`src/rtl/cdc_afifo_wr_arb.sv`:
```
// Round-robin write-port arbiter for cdc_afifo: burst-locked grants capped at maxburst,
// beats tagged {id, last, data}. Optional idle-grant timeout under CDC_AFIFO_ARB_TMO_EN.
module cdc_afifo_wr_arb #(
  parameter int reqcnt   = 4,
  parameter int dbits    = 32,
  parameter int maxburst = 16,
  parameter int tmo      = 64
)(
  input  logic                     i_clk,
  input  logic                     i_nrst,
  input  logic [reqcnt-1:0]        i_req_valid,
  input  logic [reqcnt-1:0]        i_req_last,
  input  logic [reqcnt*dbits-1:0]  i_req_data,
  output logic [reqcnt-1:0]        o_req_ready,
  input  logic                     i_wfull,
  output logic                     o_wr,
  output logic [dbits+$clog2(reqcnt):0] o_wdata,
  output logic                     o_busy,
  output logic [$clog2(reqcnt)-1:0] o_grant,
  output logic                     o_tmo
);
  localparam int idbits = $clog2(reqcnt);

  typedef enum logic {IDLE, BUSY} state_t;
  state_t state;

  logic [idbits-1:0]              grant, rr_ptr, nxt_ptr, win, srch_base;
  logic [7:0]                     beats;
  logic [reqcnt-1:0][dbits-1:0]   data_v;
  logic [reqcnt-1:0]              gnt_oh, others, arb_vec;
  logic [dbits-1:0]               sel_data;
  logic busy, valid_g, accept, last_beat, cap_hit, rel, tmo_hit, win_vld;

  for (genvar i = 0; i < reqcnt; i++) begin : g_lane
    assign data_v[i] = i_req_data[i*dbits +: dbits];
    assign gnt_oh[i] = busy && (grant == idbits'(i));
  end

  assign busy      = (state == BUSY);
  assign valid_g   = |(i_req_valid & gnt_oh);
  assign accept    = valid_g & ~i_wfull;
  assign last_beat = |(i_req_last & gnt_oh);
  assign cap_hit   = ({1'b0, beats} + 9'd1) == 9'(maxburst);
  assign rel       = (accept & (last_beat | cap_hit)) | tmo_hit;
  assign nxt_ptr   = (grant == idbits'(reqcnt-1)) ? '0 : grant + 1'b1;
  assign others    = i_req_valid & ~gnt_oh;

  // One search serves both IDLE arbitration and same-cycle re-arbitration on release.
  assign arb_vec   = busy ? others : i_req_valid;
  assign srch_base = busy ? nxt_ptr : rr_ptr;

  always_comb begin
    int idx;
    idx     = 0;
    win     = '0;
    win_vld = 1'b0;
    for (int k = 0; k < reqcnt; k++) begin
      idx = int'(srch_base) + k;
      if (idx >= reqcnt) idx = idx - reqcnt;
      if (!win_vld && arb_vec[idx]) begin
        win     = idbits'(idx);
        win_vld = 1'b1;
      end
    end
  end

  always_comb begin
    sel_data = '0;
    for (int i = 0; i < reqcnt; i++)
      if (gnt_oh[i]) sel_data = sel_data | data_v[i];
  end

  assign o_req_ready = gnt_oh & {reqcnt{~i_wfull}};
  assign o_wr        = accept;
  assign o_wdata     = accept ? {grant, last_beat, sel_data} : '0;
  assign o_busy      = busy;
  assign o_grant     = grant;

  always_ff @(posedge i_clk or negedge i_nrst) begin
    if (!i_nrst) begin
      state  <= IDLE;
      grant  <= '0;
      rr_ptr <= '0;
      beats  <= '0;
    end else begin
      case (state)
        IDLE: if (win_vld) begin
          state <= BUSY;
          grant <= win;
          beats <= '0;
        end
        BUSY: if (rel) begin
          rr_ptr <= nxt_ptr;
          beats  <= '0;
          if (win_vld) grant <= win;
          else         state <= IDLE;
        end else if (accept) begin
          beats <= beats + 8'd1;
        end
        default: state <= IDLE;
      endcase
    end
  end

`ifdef CDC_AFIFO_ARB_TMO_EN
  logic [15:0] tmo_cnt;

  // Counts consecutive grantee-idle cycles; runs even while the FIFO is full.
  assign tmo_hit = busy & ~valid_g & (tmo_cnt == 16'(tmo-1));
  assign o_tmo   = tmo_hit;

  always_ff @(posedge i_clk or negedge i_nrst) begin
    if (!i_nrst)                    tmo_cnt <= '0;
    else if (!busy || valid_g || rel) tmo_cnt <= '0;
    else                            tmo_cnt <= tmo_cnt + 16'd1;
  end
`else
  localparam int unused_tmo = tmo;
  assign tmo_hit = 1'b0;
  assign o_tmo   = 1'b0;
`endif

endmodule

```
`config.mk`:
```
export PLATFORM = sky130hd
export DESIGN_NAME = cdc_afifo_wr_arb
export DESIGN_NICKNAME = d
export VERILOG_FILES = /design/src/rtl/cdc_afifo_wr_arb.sv
export SDC_FILE = /design/constraint.sdc
export NUM_CORES = 1
export LEC_CHECK = 0
export BUFFER_PORTS_ARGS = -buffer_cell sky130_fd_sc_hd__buf_2
export CAP_MARGIN = 10
export CORE_ASPECT_RATIO = 2
export CORE_MARGIN = 3
export CORE_UTILIZATION = 40
export CTS_CLUSTER_SIZE = 24
export DETAILED_ROUTE_END_ITERATION = 7
export PLACE_DENSITY_LB_ADDON = 0.05
export SKIP_CTS_REPAIR_TIMING = 1
export SLEW_MARGIN = 20
export SYNTH_ARGS = -nofsm -noshare
export SYNTH_HDL_FRONTEND = slang
export SYNTH_SLANG_ARGS = --single-unit
```
`constraint.sdc`:
```
create_clock -name i_clk -period 3.39 [get_ports i_clk]
set_clock_uncertainty 0.1 [all_clocks]
set_input_delay 0.5085 -clock i_clk [delete_from_list [all_inputs] [get_ports i_clk]]
set_output_delay 0.5085 -clock i_clk [all_outputs]
set_load 0.01 [all_outputs]
```
==> run_summary.xml <==
<?xml version="1.0" encoding="UTF-8"?>
<metrics>
  <group name="run_status">
    <metric name="status" unit="">finished, final reports clean</metric>
  </group>
  <group name="clocking">
    <metric name="worstSkewPairLatency" unit="ns">0.25</metric>
    <metric name="clock-root-buffer" unit="">clkbuf_8</metric>
    <metric name="clkTransAtPathRegs" unit="ns">0.06</metric>
    <metric name="tritoncts" unit="">built</metric>
    <metric name="clock_sink_count" unit="">13</metric>
    <metric name="h_tree_depth" unit="">1</metric>
    <metric name="cts-buffers-inserted" unit="">3</metric>
    <metric name="clockBufferDepth" unit="">2</metric>
  </group>
  <group name="finish">
    <metric name="antenna_cells" unit="">0</metric>
    <metric name="flow.area_growth_from_synthesis" unit="%">50.2</metric>
    <metric name="fraction_of_layout_instances_using_a_drive_strength_above_1" unit="">0.477</metric>
    <metric name="mostFrequentLayoutCells" unit="">181 x buf_2, 68 x a22oi_1, 45 x a21oi_1, 16 x nand2_1</metric>
    <metric name="post-route-util" unit="">0.636</metric>
    <metric name="layout.nets" unit="">567</metric>
    <metric name="fin_cells" unit="">475</metric>
    <metric name="layout.cells.most_common" unit="">buf_2</metric>
  </group>
  <group name="sta">
    <metric name="final-max-slew-violation-count" unit="">0</metric>
    <metric name="finalHoldViolations" unit="">0</metric>
    <metric name="finalSetupViolations" unit="">0</metric>
    <metric name="layout_min_cycle_time" unit="ns">2.86</metric>
    <metric name="rsz0062_at_grt" unit="">no</metric>
    <metric name="tns" unit="ns">0</metric>
    <metric name="max_transition_margin" unit="">0.549</metric>
    <metric name="timing.final.crit_share" unit="">0.845</metric>
    <metric name="worst_slew_pin_slew" unit="ns">0.673</metric>
    <metric name="fmax" unit="GHz">0.349</metric>
  </group>
  <group name="drt">
    <metric name="drt_drc_violations_left" unit="">0</metric>
    <metric name="wl_per_cell" unit="um">18.0</metric>
    <metric name="drt_pre_antenna_iters" unit="">5</metric>
    <metric name="routed_vias_inst" unit="">5.82</metric>
    <metric name="wl" unit="mm">8.54</metric>
    <metric name="detailedRoute.firstIterationViolations" unit="">121</metric>
    <metric name="ant_nets" unit="">0</metric>
    <metric name="num_vias" unit="">2764</metric>
  </group>
  <group name="critical_path">
    <metric name="crit_path_cell_trace" unit="">inv_1 -&gt; ha_1 -&gt; a22oi_1 -&gt; a211o_1 -&gt; buf_4 -&gt; a21oi_1 -&gt; buf_2</metric>
    <metric name="timing.critical_path.fanout_max" unit="">27</metric>
    <metric name="timing.critical_path.required" unit="ns">2.78</metric>
    <metric name="arrival" unit="ns">2.26</metric>
    <metric name="crit_type" unit="">reg2out</metric>
    <metric name="r2r-start" unit="">o_grant[0]</metric>
    <metric name="cp_slowest_cell" unit="">dfrtp_1</metric>
    <metric name="crit_path_start_kind" unit="">flip-flop</metric>
    <metric name="timing.reg2reg.setup_slack" unit="ns">0.74</metric>
    <metric name="path_delay_family" unit="">compound AO/OA/AOI/OAI gates</metric>
    <metric name="worst_setup_path_end_kind" unit="">primary output</metric>
    <metric name="worst_r2r_path_depth" unit="">8</metric>
    <metric name="timing.critical_path.slowest_cell_delay" unit="ns">0.47</metric>
    <metric name="cp.depth" unit="">7</metric>
    <metric name="critPathBufInv" unit="">3</metric>
    <metric name="critical_path.reg2reg.endpoint" unit="">beats[7]</metric>
  </group>
  <group name="pwr">
    <metric name="worst_ir_drop_vdd" unit="uV">551</metric>
    <metric name="internal" unit="uW">907</metric>
    <metric name="switching_power" unit="mW">1.01</metric>
    <metric name="leakagePower" unit="nW">1.47</metric>
    <metric name="seq_power_share" unit="">0.135</metric>
    <metric name="power.total" unit="mW">1.92</metric>
    <metric name="comb_power_share" unit="">0.789</metric>
    <metric name="pwr-share-clk" unit="">0.076</metric>
    <metric name="power-per-cell-area" unit="nW/um^2">676</metric>
    <metric name="p_sw_frac" unit="">0.528</metric>
  </group>
  <group name="logic_synthesis">
    <metric name="async_reset_ff_frac" unit="">1.00</metric>
    <metric name="postSynthRegisterBits" unit="">13</metric>
    <metric name="syn-cell-area" unit="sq um">1890</metric>
    <metric name="synthesis.nets" unit="">403</metric>
    <metric name="yosysWarnings" unit="">0</metric>
    <metric name="synth_enable_flop_cells" unit="">0</metric>
    <metric name="yosys.cell_types.count" unit="">48</metric>
    <metric name="syn_avg_cell_area" unit="sq um">7.33</metric>
    <metric name="share_of_synthesized_area_occupied_by_flip_flops_and_latches" unit="">0.172</metric>
    <metric name="syn-instance-count" unit="">258</metric>
    <metric name="postSynth.topFlopCell" unit="">dfrtp_1</metric>
  </group>
  <group name="floorplanning">
    <metric name="initial_utilization" unit="">0.423</metric>
    <metric name="fp.dieH" unit="um">103</metric>
    <metric name="design.core.area" unit="sq um">4470</metric>
    <metric name="dieWidth" unit="um">54.6</metric>
    <metric name="ioPinCount" unit="">183</metric>
    <metric name="num_rows" unit="">34</metric>
    <metric name="floorplan.die_area" unit="sq um">5640</metric>
  </group>
  <group name="worst_hold_path">
    <metric name="hold_removal_path_class" unit="">in2async</metric>
  </group>
  <group name="placement">
    <metric name="finalWeightedCongestion" unit="">1.03</metric>
    <metric name="dp.cells" unit="">471</metric>
    <metric name="dp_hpwl" unit="mm">6.99</metric>
    <metric name="io_buffer_count" unit="">181</metric>
  </group>
  <group name="global_route">
    <metric name="grt_pass1_vias" unit="">2657</metric>
    <metric name="number_of_antenna_violations_at_the_first_check_in_global_routing" unit="">0</metric>
    <metric name="global_route_wire_length_before_repair" unit="mm">12.3</metric>
    <metric name="grt_max_degree" unit="">35</metric>
    <metric name="globalRoute.totalOverflow" unit="">0</metric>
    <metric name="grt.total_usage" unit="">0.291</metric>
  </group>
  <group name="run">
    <metric name="maxCapViolCount" unit="">0</metric>
  </group>
</metrics>
==> power groups by stage <==
| stage | Sequential, mW | Clock, mW | Combinational (mW) |
|---|---|---|---|
| 3_3_place_gp | 0.260 | 0 | 1.49 |
| 4_1_cts | 0.258 | 0.149 | 1.51 |
| 2_1_floorplan | 0.242 | 0 | 1.03 |
| 6_report | 0.259 | 0.146 | 1.52 |
| 3_5_place_dp | 0.262 | 0 | 1.50 |
| 5_1_grt | 0.268 | 0.157 | 1.65 |
==> cell usage after synthesis, types with 3 or more instances <==
library cell / count / area (sq um)
nand3b_1: 3 / 22.5
clkbuf_1: 22 / 82.6
a22oi_1: 68 / 510
inv_1: 8 / 30.0
ha_1: 6 / 75.1
buf_6: 3 / 33.8
and2_1: 5 / 31.3
dfrtp_1: 13 / 325
a21oi_1: 45 / 225
mux2i_1: 3 / 30.0
nand3_1: 4 / 20.0
o21ai_0: 3 / 15.0
nor2_1: 13 / 48.8
nand2b_1: 3 / 18.8
nand2_1: 16 / 60.1
==> state kept, by name (all words and copies together), names as in the netlist <==
name,flops
o_grant,2
beats,8
o_busy,1
rr_ptr,2
==> how the worst max path moves through the flow <==
| stage | start | end |
|---|---|---|
| global placement | o_grant[0] | o_wdata[17] |
| CTS | o_grant[0] | o_wdata[15] |
| finish | o_grant[0] | o_wdata[13] |
| detailed placement | o_grant[0] | beats[7] |
| global route | o_grant[0] | o_wdata[16] |
| floorplan | o_grant[0] | o_wdata[25] |
==> area by class of cell <==
class / instances / area [sq um]
clock buffers: 3 / 41.3
clock inverters: 1 / 5.00
fillers: 441 / 1630
inverters: 8 / 30.0
multi-input cells: 208 / 1400
flip-flops and latches: 13 / 325
well taps: 54 / 67.6
repair buffers: 188 / 971
==> worst register-to-register path: stages, from the launching register on <==
cell and delay, ns:
dfrtp_1 0.47, inv_1 0.16, ha_1 0.32, a22oi_1 0.13, a211o_1 0.28, buf_4 0.23
a211oi_4 0.55, a21oi_1 0.15, mux2i_1 0.17
==> layer usage <==
metal	track usage	vias to the layer above	wire, um
met5	0	-	0
li1	-	1328	-
met3	0.0459	14	662
met1	0.324	1282	3040
met4	0.0902	0	150
met2	0.532	140	4690
==> metrics by stage <==
step                      cell area [sq um]  setup WS, ns  hold slack [ns]
final                                  2840         0.525           0.0441
after global routing                   2840         0.383           0.0627
after CTS                              2840         0.511           0.0473
after detailed placement               2790         0.781            0.323
after global placement                 2790         0.811            0.318
after floorplan                        1890         0.818            0.113
==> cells by family (layout without fill, tap and decap cells) <==
| kind of cell | count (synthesis) | count (layout) | synth area share |
|---|---|---|---|
| AOI/OAI and AO/OA | 143 | 143 | 0.527 |
| xor gates and xnor gates | 2 | 2 | 0.00927 |
| adders and majority gates | 6 | 6 | 0.0397 |
| buffers and inverters | 37 | 200 | 0.0880 |
| DFF | 13 | 13 | 0.172 |
| muxes | 5 | 5 | 0.0278 |
| other | 1 | 1 | 0.00198 |
| and+or+nand+nor | 51 | 51 | 0.134 |
No activity file was read; power rests on OpenSTA's default activity.
